$ cat config.mk
export PLATFORM = sky130hd
export DESIGN_NAME = mem_sp_param
export DESIGN_NICKNAME = d
export VERILOG_FILES = /design/src/rtl/mem_sp_param.sv
export SDC_FILE = /design/constraint.sdc
export NUM_CORES = 1
export LEC_CHECK = 0
export CAP_MARGIN = 10
export CORE_MARGIN = 2
export CORE_UTILIZATION = 45
export CTS_BUF_LIST = sky130_fd_sc_hd__clkbuf_8
export CTS_CLUSTER_SIZE = 24
export DETAILED_ROUTE_END_ITERATION = 16
export PLACE_DENSITY_LB_ADDON = 0.25
export SLEW_MARGIN = 10
export SYNTH_ARGS = -nofsm -noshare
export SYNTH_HDL_FRONTEND = slang
export SYNTH_SLANG_ARGS = --single-unit
export TNS_END_PERCENT = 10
$ cat constraint.sdc
create_clock -name clk -period 6.4 [get_ports clk]
set_input_delay 1.28 -clock clk [delete_from_list [all_inputs] [get_ports clk]]
set_output_delay 1.28 -clock clk [all_outputs]
set_load 0.02 [all_outputs]
$ cat src/rtl/mem_sp_param.sv
// Single-port synchronous RAM with byte-enable writes and a 1- or 2-cycle read latency.
// It has a self-zeroing init sequencer and flags out-of-range addresses for non-power-of-two depths.
module mem_sp_param #(
   parameter int DATA_W = 32,
   parameter int DEPTH  = 16,
   parameter int ADDR_W = $clog2(DEPTH),
   parameter int RD_LAT = 1
) (
   input  logic                  clk,
   input  logic                  rst,
   input  logic                  we,
   input  logic                  re,
   input  logic [ADDR_W-1:0]     addr,
   input  logic [DATA_W-1:0]     wdata,
   input  logic [DATA_W/8-1:0]   be,
   input  logic                  clr,
   output logic [DATA_W-1:0]     rdata,
   output logic                  rvalid,
   output logic                  busy,
   output logic                  err
);
   localparam int BYTES = DATA_W / 8;
   localparam logic [ADDR_W-1:0] LAST_PTR = ADDR_W'(DEPTH - 1);

   typedef enum logic {ST_INIT = 1'b0, ST_IDLE = 1'b1} state_t;

   state_t              state_r, state_nxt_s;
   logic [ADDR_W-1:0]   init_ptr_r, init_ptr_nxt_s;
   logic                busy_r, busy_nxt_s;
   logic [DATA_W-1:0]   mem_r [DEPTH];
   logic                oor_s, acc_s, wr_acc_s, rd_acc_s, err_nxt_s;
   logic [DATA_W-1:0]   rd_word_s;
   logic                rsp_v_s;
   logic [DATA_W-1:0]   rsp_d_s;
   logic                rvalid_r, err_r;
   logic [DATA_W-1:0]   rdata_r;

   if (RD_LAT != 1 && RD_LAT != 2) begin : g_bad_rd_lat
      $error("mem_sp_param: RD_LAT must be 1 or 2");
   end
   if (DATA_W % 8 != 0) begin : g_bad_data_w
      $error("mem_sp_param: DATA_W must be a multiple of 8");
   end
   if (DEPTH < 2) begin : g_bad_depth
      $error("mem_sp_param: DEPTH must be at least 2");
   end

   // A full power-of-two address space can never point outside the array.
   if (DEPTH == (1 << ADDR_W)) begin : g_pow2
      assign oor_s = 1'b0;
   end else begin : g_npow2
      localparam logic [ADDR_W:0] DEPTH_L = (ADDR_W + 1)'(DEPTH);
      assign oor_s = ({1'b0, addr} >= DEPTH_L);
   end

   // Access qualification and read-word selection
   always_comb begin
      acc_s     = (state_r == ST_IDLE) && !clr && (we || re);
      wr_acc_s  = acc_s && we;
      rd_acc_s  = acc_s && re && !we;
      err_nxt_s = acc_s && (we != re) && oor_s;
      rd_word_s = oor_s ? {DATA_W{1'b0}} : mem_r[addr];
   end

   // Init sequencer next-state logic
   always_comb begin
      state_nxt_s    = state_r;
      init_ptr_nxt_s = init_ptr_r;
      busy_nxt_s     = busy_r;
      case (state_r)
         ST_INIT: begin
            if (init_ptr_r == LAST_PTR) begin
               state_nxt_s    = ST_IDLE;
               init_ptr_nxt_s = {ADDR_W{1'b0}};
               busy_nxt_s     = 1'b0;
            end else begin
               init_ptr_nxt_s = init_ptr_r + ADDR_W'(1);
               busy_nxt_s     = 1'b1;
            end
         end
         ST_IDLE: begin
            if (clr) begin
               state_nxt_s    = ST_INIT;
               init_ptr_nxt_s = {ADDR_W{1'b0}};
               busy_nxt_s     = 1'b1;
            end else begin
               busy_nxt_s     = 1'b0;
            end
         end
         default: begin
            state_nxt_s    = ST_INIT;
            init_ptr_nxt_s = {ADDR_W{1'b0}};
            busy_nxt_s     = 1'b1;
         end
      endcase
   end

   // Init sequencer state register
   always_ff @(posedge clk or posedge rst) begin
      if (rst) begin
         state_r    <= ST_INIT;
         init_ptr_r <= {ADDR_W{1'b0}};
         busy_r     <= 1'b1;
      end else begin
         state_r    <= state_nxt_s;
         init_ptr_r <= init_ptr_nxt_s;
         busy_r     <= busy_nxt_s;
      end
   end

   // Storage array: zeroed word-by-word during init, byte-masked writes when idle
   always_ff @(posedge clk) begin
      if (state_r == ST_INIT) begin
         mem_r[init_ptr_r] <= {DATA_W{1'b0}};
      end else if (wr_acc_s && !oor_s) begin
         for (int i = 0; i < BYTES; i++) begin
            if (be[i]) begin
               mem_r[addr][8*i +: 8] <= wdata[8*i +: 8];
            end
         end
      end
   end

   // The word is captured at acceptance, so a following clr cannot disturb it.
   if (RD_LAT == 2) begin : g_lat2
      logic              stg_v_r;
      logic [DATA_W-1:0] stg_d_r;

      // Extra read stage for the two-cycle latency configuration
      always_ff @(posedge clk or posedge rst) begin
         if (rst) begin
            stg_v_r <= 1'b0;
            stg_d_r <= {DATA_W{1'b0}};
         end else begin
            stg_v_r <= rd_acc_s;
            if (rd_acc_s) begin
               stg_d_r <= rd_word_s;
            end
         end
      end

      assign rsp_v_s = stg_v_r;
      assign rsp_d_s = stg_d_r;
   end else begin : g_lat1
      assign rsp_v_s = rd_acc_s;
      assign rsp_d_s = rd_word_s;
   end

   // Output registers; rdata holds between responses
   always_ff @(posedge clk or posedge rst) begin
      if (rst) begin
         rvalid_r <= 1'b0;
         rdata_r  <= {DATA_W{1'b0}};
         err_r    <= 1'b0;
      end else begin
         rvalid_r <= rsp_v_s;
         err_r    <= err_nxt_s;
         if (rsp_v_s) begin
            rdata_r <= rsp_d_s;
         end
      end
   end

   assign rdata  = rdata_r;
   assign rvalid = rvalid_r;
   assign busy   = busy_r;
   assign err    = err_r;
endmodule

==> reports/qor.yml <==
synthesis:
  synth_ff_type: "edfxtp_1"
  synth_cell_types: 37
  ys_seq_area_share_pct: 75.3
  synth_area_mm2: 0.0217
  synth_nets: 1250
  ys_async_sr_fraction_pct: 7.08
  synth_edf_count: 512
  netlist_instances: 1204
  synth_mux_area_share_pct: 13.3
  yosysWarnings: 0
  yosys.area_share.simple_pct: 5.65
  synth_area_leaders: "edfxtp_1 71%, mux4_2 6.6%, mux2i_1 5.9%, dfrtp_1 4.4%, a22oi_1 2.2%"
  synth-seq-cells: 551
  synth_top_area_cell: "edfxtp_1"
  synth_top_family_by_area: "multiplexers"
  synthAdderAreaFrac_pct: 0.0576
  synth-compound-area-share_pct: 3.69
  syn_area_per_cell_um2: 18.0
  synth-xor-area-share_pct: 0
  yosysTopAreaCellShare_pct: 70.8
setup_path:
  setup.worst_path.start_class: "input pin"
  crit_type: "input pin to flip-flop"
  crit_chain: "clkdlybuf4s50_1 > nor2b_1 > and3_2 > buf_4 > mux2i_4 > nor3_1"
  endpoint_kind: "flip-flop"
  cp_max_fo: 32
  r2r_start: "state_r"
  startpoint: "we"
  critPathBufInv: 2
  required_ns: 6.65
  cp_slowest_cell: "nor3_1"
  crit_arrival_ns: 4.64
  path_delay_family: "simple AND/OR/NAND/NOR gates"
  max_stage_delay_ns: 0.98
min_path:
  min-delay-start: "rdata[13]"
  hold_class: "flip-flop to flip-flop"
finish:
  area_growth_pct: 13.7
  fin_nets: 1348
  drive_gt1_share_pct: 16.7
  final_area_mm2: 0.0247
  nFillCells: 3821
detailed_routing:
  avgViaCountPerCell: 5.80
  drc_errors: 0
  wl_per_cell_um: 26.0
  antenna_left: 0
  drt_first_pass_iters: 7
  routed_wl_mm: 51.7
  drt-initial-drc-count: 1227
  vias: 11500
timing:
  setup_viol: 0
  holdWs_ns: 0.551
  timing.fmax_mhz: 227
  slew_headroom_pct: 18.9
  period_share_pct: 68.7
  finalClockSkew_ns: 0.0337
  grt_setup_unrepaired: "false"
  min_period_ns: 4.40
  tightest_slew_ns: 1.21
  final-max-slew-violation-count: 0
  fin_setup_tns_ns: 0
  hold_viol_final: 0
cts:
  cts-root-buf: "clkbuf_8"
  cts_resized: 0
  post_cts.repair.setup_buffers: 0
  hold_buffers: 0
  clk_pin_slew_ns: 0.06
  htree_levels: 3
  numCtsBuffers: 85
  cts_tree: "built"
  clkLatencyLatePin_ns: 0.65
  clockBufferDepth: 3
  cts_sinks: 551
floorplan:
  die_height_um: 224
  fp.dieW_um: 224
  io_pins: 80
  core-area_mm2: 0.0476
  fp.dieArea_mm2: 0.0500
  initial_core_util_pct: 45.6
  rows: 80
power:
  leakagePower_nw: 8.53
  max-vdd-ir-drop_mv: 0.154
  p_per_area_mw_per_mm2: 382
grt:
  grt_util_all_layers_pct: 21.1
  grt_pass1_vias: 11600
  grt_pass1_wl_mm: 76.5
  grt.overflow.total: 0
  grt_start_max_net_pins: 80
  antenna_found_initial: 1
place:
  dpl_cell_area_mm2: 0.0230
  dp_hpwl_mm: 31.2
  place_congestion: 0.804
  portBuffers: 78
run_status:
  status: "completed"
flow_run:
  drv_cap: 0
[path summary, 6_finish.rpt]
kind	to	slack, ns	cells after the start
worst min-delay path	rdata[13]	0.55	2
worst max register to register	mem_r[4][15]	3.02	4
worst min register to register	rdata[13]	0.55	2
min in group asynchronous	init_ptr_r[3]	1.14	3
max in group asynchronous	rdata[3]	4.77	3
worst max-delay path	mem_r[4][15]	2.00	6
[final cells by class]
cell class,count,area [um2],area share (%)
Sequential cell,551,16400,66.3
Multi-Input combinational cell,567,4970,20.2
Clock buffer,97,1340,5.41
Timing Repair Buffer,94,896,3.63
Tap cell,615,769,3.12
Clock inverter,58,342,1.38
Inverter,3,11.3,0.0456
Antenna cell,1,2.50,0.0101
[cells in the mapped netlist (all sizes together) (3+ instances only)]
master	n
mux2i	135
clkbuf	44
a22oi	64
nand3	8
a21boi	4
nor2	42
buf	39
a21oi	9
nand4	24
a31oi	32
dfrtp	38
nand2	60
nor2b	11
edfxtp	512
o21ai	4
inv	3
nor3	64
mux4	64
and2	35
[kinds of logic after synthesis]
group	Yosys count
buffers and inverters	86
DFF	551
AOI/OAI and AO/OA	116
and+or+nand+nor	249
adders and majority gates	1
other	1
muxes	200
[metrics by stage]
stage	power [mW]	setup WS, ns	util, %	std cells
after global routing	9.80	1.83	51.8	1986
after global placement	6.59	1.44	48.3	1829
after floorplan	5.92	2.75	-	1204
after CTS	9.48	2.02	51.8	1984
after detailed placement	6.63	1.33	48.3	1829
final	9.43	2.00	51.8	1986
[routing by layer]
| metal | wire length, um | global-route usage (%) | vias up | share of wire (%) |
|---|---|---|---|---|
| li1 | - | - | 5020 | - |
| met3 | 3890 | 4.55 | 87 | 7.5 |
| met2 | 23700 | 31.6 | 472 | 46 |
| met5 | 0 | 0 | - | 0 |
| met4 | 1330 | 7.63 | 0 | 2.6 |
| met1 | 22800 | 30.6 | 5947 | 44 |
[power by group]
part           internal, mW  switching (mW)
clock                  1.51            1.36
combinational         0.577            1.10
sequential             4.66           0.213
[cells in the final DEF (no fill, tap or decap), types with 3 or more instances in the layout]
cell / count
dfrtp_1: 38
clkinv_2: 14
nor2b_2: 3
mux4_2: 64
nor2_1: 40
bufinv_16: 3
mux2i_1: 128
nor3_1: 61
mux2i_4: 7
clkdlybuf4s50_1: 75
inv_1: 21
clkinv_1: 15
clkbuf_8: 97
nand3_1: 8
nor2b_1: 8
clkinvlp_4: 6
nand4_1: 24
a22oi_1: 64
edfxtp_1: 512
nand2_1: 60
nor3_2: 3
o21ai_0: 4
and2_1: 35
a21oi_1: 9
buf_4: 16
a31oi_1: 32
a21boi_2: 4
[worst register-to-register path, cell delays in order (launching register included)]
cell     delay [ns]
dfrtp_1        0.53
and3_2         0.81
buf_4          0.39
mux2i_4        0.27
nor3_1         0.99
[flip-flops by register name (all words and copies together) (netlist names)]
signal      cells
rdata          32
rvalid          1
busy            1
init_ptr_r      4
state_r         1
mem_r         512
Note: power is estimated with default switching activity, not from simulation.
